<file path="config.mk">
export PLATFORM = sky130hd
export DESIGN_NAME = branch_history_table
export DESIGN_NICKNAME = d
export VERILOG_FILES = /design/src/rtl/branch_history_table.sv
export SDC_FILE = /design/constraint.sdc
export NUM_CORES = 1
export LEC_CHECK = 0
export CORE_ASPECT_RATIO = 0.75
export CORE_UTILIZATION = 50
export DETAILED_ROUTE_END_ITERATION = 8
export GPL_TIMING_DRIVEN = 1
export PLACE_DENSITY_LB_ADDON = 0.1
export SETUP_SLACK_MARGIN = 0.2
export SLEW_MARGIN = 10
export SYNTH_ARGS = -nofsm -noshare
export SYNTH_HDL_FRONTEND = slang
export SYNTH_SLANG_ARGS = --single-unit
</file>
<file path="constraint.sdc">
create_clock -name clk -period 6.5 [get_ports clk]
set_input_delay 1.3 -clock clk [delete_from_list [all_inputs] [get_ports clk]]
set_output_delay 1.3 -clock clk [all_outputs]
set_load 0.01 [all_outputs]
</file>
<file path="src/rtl/branch_history_table.sv">
// -----------------------------------------------------------------------------
// branch_history_table
//
// Dynamic branch predictor. It holds a table of 2-bit saturating counters that
// is indexed by PC[INDEX_BITS+1:2]. Fetch reads the table combinationally.
// Execute trains the table with the resolved branch outcome. Execute also
// applies the comparator polarity inversion (BNE/BGE/BGEU) and flags a
// mispredict against the prediction that travelled down the pipeline.
//
// Optional build macro:
//   BHT_PERF_COUNTERS_EN - adds the branch_count / mispredict_count outputs.
//
// Ports:
//   clk              in   core clock; all state updates on the rising edge
//   reset            in   asynchronous, active-high; clears all state
//   fetch_pc         in   PC of the instruction in fetch
//   predict_taken    out  prediction for fetch_pc (combinational table read)
//   ex_valid         in   a conditional branch retires in execute this cycle
//   ex_pc            in   PC of the branch in execute
//   ex_cmp_out       in   comparator result (EQ/LT/LTU)
//   ex_invert        in   high for BNE/BGE/BGEU
//   ex_predicted     in   predict_taken sampled in fetch for this branch
//   actual_taken     out  ex_cmp_out ^ ex_invert
//   mispredict       out  ex_valid & (actual_taken != ex_predicted)
//   branch_count     out  (BHT_PERF_COUNTERS_EN) retired conditional branches
//   mispredict_count out  (BHT_PERF_COUNTERS_EN) mispredicted branches
// -----------------------------------------------------------------------------
module branch_history_table #(
   parameter int unsigned INDEX_BITS = 6
) (
   input  logic        clk,
   input  logic        reset,
   input  logic [31:0] fetch_pc,
   output logic        predict_taken,
   input  logic        ex_valid,
   input  logic [31:0] ex_pc,
   input  logic        ex_cmp_out,
   input  logic        ex_invert,
   input  logic        ex_predicted,
   output logic        actual_taken,
   output logic        mispredict
`ifdef BHT_PERF_COUNTERS_EN
   ,
   output logic [31:0] branch_count,
   output logic [31:0] mispredict_count
`endif
);

   localparam int unsigned ENTRIES = 1 << INDEX_BITS;

   // Per-entry 2-bit saturating counter. The MSB is the prediction.
   typedef enum logic [1:0] {
      STRONG_NT = 2'b00,
      WEAK_NT   = 2'b01,
      WEAK_T    = 2'b10,
      STRONG_T  = 2'b11
   } counter_t;

   counter_t                table_q [ENTRIES];
   logic [INDEX_BITS-1:0]   fetch_idx;
   logic [INDEX_BITS-1:0]   ex_idx;

   // Only the index bits of each PC are used. There are no tags, so PCs that
   // share an index alias to the same counter.
   assign fetch_idx = fetch_pc[INDEX_BITS+1:2];
   assign ex_idx    = ex_pc[INDEX_BITS+1:2];

   logic unused_pc_bits;
   assign unused_pc_bits = ^{fetch_pc[31:INDEX_BITS+2], fetch_pc[1:0],
                             ex_pc[31:INDEX_BITS+2], ex_pc[1:0]};

   // One saturating step toward the resolved outcome.
   function automatic counter_t step_counter(input counter_t cur, input logic taken);
      counter_t nxt;
      nxt = cur;
      unique case (cur)
         STRONG_NT: nxt = taken ? WEAK_NT  : STRONG_NT;
         WEAK_NT:   nxt = taken ? WEAK_T   : STRONG_NT;
         WEAK_T:    nxt = taken ? STRONG_T : WEAK_NT;
         STRONG_T:  nxt = taken ? STRONG_T : WEAK_T;
         default:   nxt = WEAK_NT;
      endcase
      return nxt;
   endfunction

   // ---------------------------------------------------------------------------
   // Execute-side resolution. This logic is independent of the table contents.
   // ---------------------------------------------------------------------------
   always_comb begin
      actual_taken = ex_cmp_out ^ ex_invert;
      mispredict   = ex_valid & (actual_taken != ex_predicted);
   end

   // ---------------------------------------------------------------------------
   // Fetch-side lookup. The read is combinational and has no write bypass, so a
   // same-cycle update to the same index shows up only from the next cycle.
   // ---------------------------------------------------------------------------
   always_comb begin
      predict_taken = (table_q[fetch_idx] == WEAK_T) ||
                      (table_q[fetch_idx] == STRONG_T);
   end

   // ---------------------------------------------------------------------------
   // Training. Execute performs at most one update per cycle. Reset has
   // priority over an update that is in flight.
   // ---------------------------------------------------------------------------
   always_ff @(posedge clk or posedge reset) begin
      if (reset) begin
         for (int unsigned i = 0; i < ENTRIES; i++) begin
            table_q[i] <= WEAK_NT;
         end
      end else if (ex_valid) begin
         table_q[ex_idx] <= step_counter(table_q[ex_idx], actual_taken);
      end
   end

`ifdef BHT_PERF_COUNTERS_EN
   // ---------------------------------------------------------------------------
   // Performance counters. They wrap modulo 2^32.
   // ---------------------------------------------------------------------------
   always_ff @(posedge clk or posedge reset) begin
      if (reset) begin
         branch_count     <= '0;
         mispredict_count <= '0;
      end else begin
         if (ex_valid) begin
            branch_count <= branch_count + 32'd1;
         end
         if (mispredict) begin
            mispredict_count <= mispredict_count + 32'd1;
         end
      end
   end
`endif

endmodule

</file>
==> flow_summary_export.csv <==
group,metric,value,unit
critical_path,reg2reg_from,"table_q[1]$_DFFE_PP0P_",
synth,async_flop_share,100,%
critical_path,regToRegSetupSlack,3.30,ns
synth,yosysWarnings,0,
synth,synth_largest_area_cell,"dfstp_2",
drt,drc,0,
critical_path,crit_type,"input port to primary output",
clock_network,ctsHtreeMaxLevel,4,
critical_path,crit_start,"fetch_pc[3]",
layout,final_layout_size_suffix_gt1_share,24.5,%
sta,finalSetupViolations,0,
min_path,whs_endpoint,"table_q[92]$_DFFE_PP1P_",
critical_path,cp.arrival,4.23,ns
synth,syn_nets,793,
die,pin_count,73,
synth,synth_seq_area_share,46.1,%
synth,synth_area_per_cell,9.86,um2
clock_network,cts_root_buf,"clkbuf_16",
sta,post-route-min-period,5.53,ns
place,port_buffers,20,
layout,num-fill-cells,1162,
critical_path,critPathSlowestCell,"clkdlybuf4s50_1",
clock_network,cts_tree,"yes",
critical_path,worst_r2r_endpoint,"table_q[117]$_DFFE_PP0P_",
layout,syn_to_final_growth,11.7,%
layout,largest_reg_flops,128,
power,p_comb_share,19.8,%
clock_network,cts.sinks,128,
drt,routed_wl,19.2,mm
die,core_area,0.0138,mm2
status,status,"completed",
synth,syn_inst,723,
synth,synth_top_area_share,23.6,%
die,die_y,105,um
min_path,hold_depth,2,
place,place_ws,0.993,ns
grt,grt-ovfl-total,0,
drt,drtPass1Iterations,5,
critical_path,cpMostUsedCell,"mux4_2",
critical_path,cp-end-kind,"primary output",
power,powerDensity,324,mW/mm2
sta,fmax,181,MHz
power,p_sw,0.737,mW
clock_network,clockBufferDepth,2,
critical_path,crit_path_cell_trace,"clkdlybuf4s50_1 > buf_4 > mux4_2 > mux4_2 > mux4_2 > clkdlybuf4s50_1",
sta,hold_viol,0,
power,p_int,1.84,mW
critical_path,crit_path_max_fanout,9,
grt,grt_max_degree,80,
place,hpwlAfterDp,12.2,mm
layout,nets,790,
die,rows,37,
power,ir_worst_vdd,0.162,mV
sta,worstMarginPinSlew,1.01,ns
synth,synthFlopType,"dfstp_2",
clock_network,clk_latency,0.43,ns
critical_path,critPathRequiredTime,5.20,ns
grt,grt_pass1_wl,31.0,mm
sta,final_max_slew_viol_count,0,
critical_path,cp.buffers_inverters,3,
die,die_x,140,um
power,p_seq_share,42.7,%
synth,synth.area.top_cells,"dfstp_2 24%, dfrtp_1 22%, mux4_2 9.2%",
min_path,hp-class,"flip-flop to flip-flop",
layout,postLayoutCoreUtil,57.7,%
min_path,min-delay-start,"table_q[92]$_DFFE_PP1P_",
power,power_leakage,3.06,nW
grt,grt_usage,28.2,%
sta,max_slew_margin,31.9,%
layout,top_register,"table_q",
layout,multi_input_area,0.00351,mm2
clock_network,cts_made_buffers,17,
power,p_sw_share,28.6,%
flow_run,drv_cap,0,
die,initial_core_util,51.7,%
drt,via_per_inst,6.13,
layout,diodes,0,
clock_network,cts.clk_slew.worst_paths,0.05,ns
layout,seq_area,0.00328,mm2
critical_path,cp_top_family,"buffers and inverters",
critical_path,cp_slowest_stage_delay,0.77,ns
layout,top_regs,"table_q x128",
clock_network,postCtsSetupRepairBufs,0,
synth,netlist_area,0.00713,mm2
clock_network,hold_buffers,0,
drt,ant_nets,0,
place,gp_congestion,0.846,
grt,grt_pass1_vias,5460,
drt,vias,5563,
drt,wl_per_cell,21.2,um
clock_network,cts_resized,0,
grt,grt_antenna_before_repair,0,
sta,rsz0062_at_grt,"false",
sta,holdWs,0.463,ns
power,p_clk_share,37.5,%
synth,netlist-cell-type-count,47,
die,die-area,0.0147,mm2
layout,layout_common_cells,"138 x nor2_1, 78 x nand2_1, 67 x a21oi_1",
sta,fin_ws,0.973,ns
sta,fin_skew,0.00585,ns
synth,synth_enable_flop_cells,0,
sta,setup_tns,0,ns
sta,fin_crit_sh,85.0,%
critical_path,ff2ff_path_depth,8,
synth,ys_seq_elements,128,
drt,initialDrtViolationCount,557,
layout,layout.cells.most_common,"nor2_1",
critical_path,critPathLaunchType,"input port",
-- layout make-up --
cell class | instances | share of cell area [%]
tap | 175 | 2.75
multi-input combinational | 533 | 44.1
clock inverter | 4 | 0.566
timing repair buffer | 36 | 4.12
clock buffer | 27 | 6.96
inverter | 4 | 0.220
sequential | 128 | 41.2
-- cells by family after synthesis --
family / after synthesis / share of synthesized area [%]
compound gates: 199 / 18.4
buf+inv: 62 / 4.64
flops: 128 / 46.1
fa+ha+maj: 2 / 0.299
mux: 70 / 15.0
xor+xnor: 2 / 0.246
simple gates: 260 / 15.3
-- worst register-to-register path, stage by stage, from the launching register on --
cell and delay, ns:
dfrtp_1 0.40, mux4_2 0.47, mux2i_1 0.21, o22ai_1 0.15, a2111oi_0 0.53, and4b_1 0.33
maj3_2 0.21, buf_4 0.56, a21oi_1 0.19
-- metrics by stage --
stage / area (um2) / power, mW / instances
2_1_floorplan: 7130 / 1.48 / 723
3_3_place_gp: 7360 / 1.59 / 876
3_5_place_dp: 7360 / 1.62 / 876
4_1_cts: 7960 / 2.58 / 907
5_1_grt: 7960 / 2.70 / 907
6_report: 7960 / 2.58 / 907
-- routing by layer --
layer	track usage, %	vias to the layer above	routed length (um)
met4	11.2	0	315
met3	6.36	33	1230
met2	40.8	183	8610
met1	41.0	2774	9050
li1	-	2573	-
met5	0	-	0
-- how the worst max path moves through the flow --
stage / to / slack, ns / cells after the start
after floorplan: predict_taken / 1.46 / 5
after global placement: predict_taken / 1.02 / 6
after detailed placement: predict_taken / 0.99 / 6
after CTS: predict_taken / 0.99 / 6
after global routing: predict_taken / 0.92 / 6
final: predict_taken / 0.97 / 6
-- Yosys cell counts, types with 4 or more instances --
cell / number
mux2i_1: 36
nor2b_1: 5
a21oi_1: 67
dfrtp_1: 64
nor3_1: 4
buf_6: 9
nand2_1: 78
o21ai_0: 55
dfstp_2: 64
buf_4: 4
buf_2: 12
clkbuf_1: 30
a22oi_1: 11
o31ai_1: 4
o21ai_1: 12
a22o_1: 5
o2bb2ai_1: 5
mux2_2: 5
a221oi_1: 4
mux4_2: 29
o31ai_2: 27
and2_1: 4
nand3b_1: 4
nand3_1: 11
nor2_1: 138
inv_1: 4
-- power by group through the flow --
stage                     clock, mW  sequential, mW  combinational, mW
after global placement            0            1.10              0.492
after CTS                     0.973            1.10              0.510
after detailed placement          0            1.11              0.509
after floorplan                   0            1.07              0.411
after global routing           1.01            1.12              0.563
final                         0.968            1.10              0.511
(Power assumes the default switching activity.)
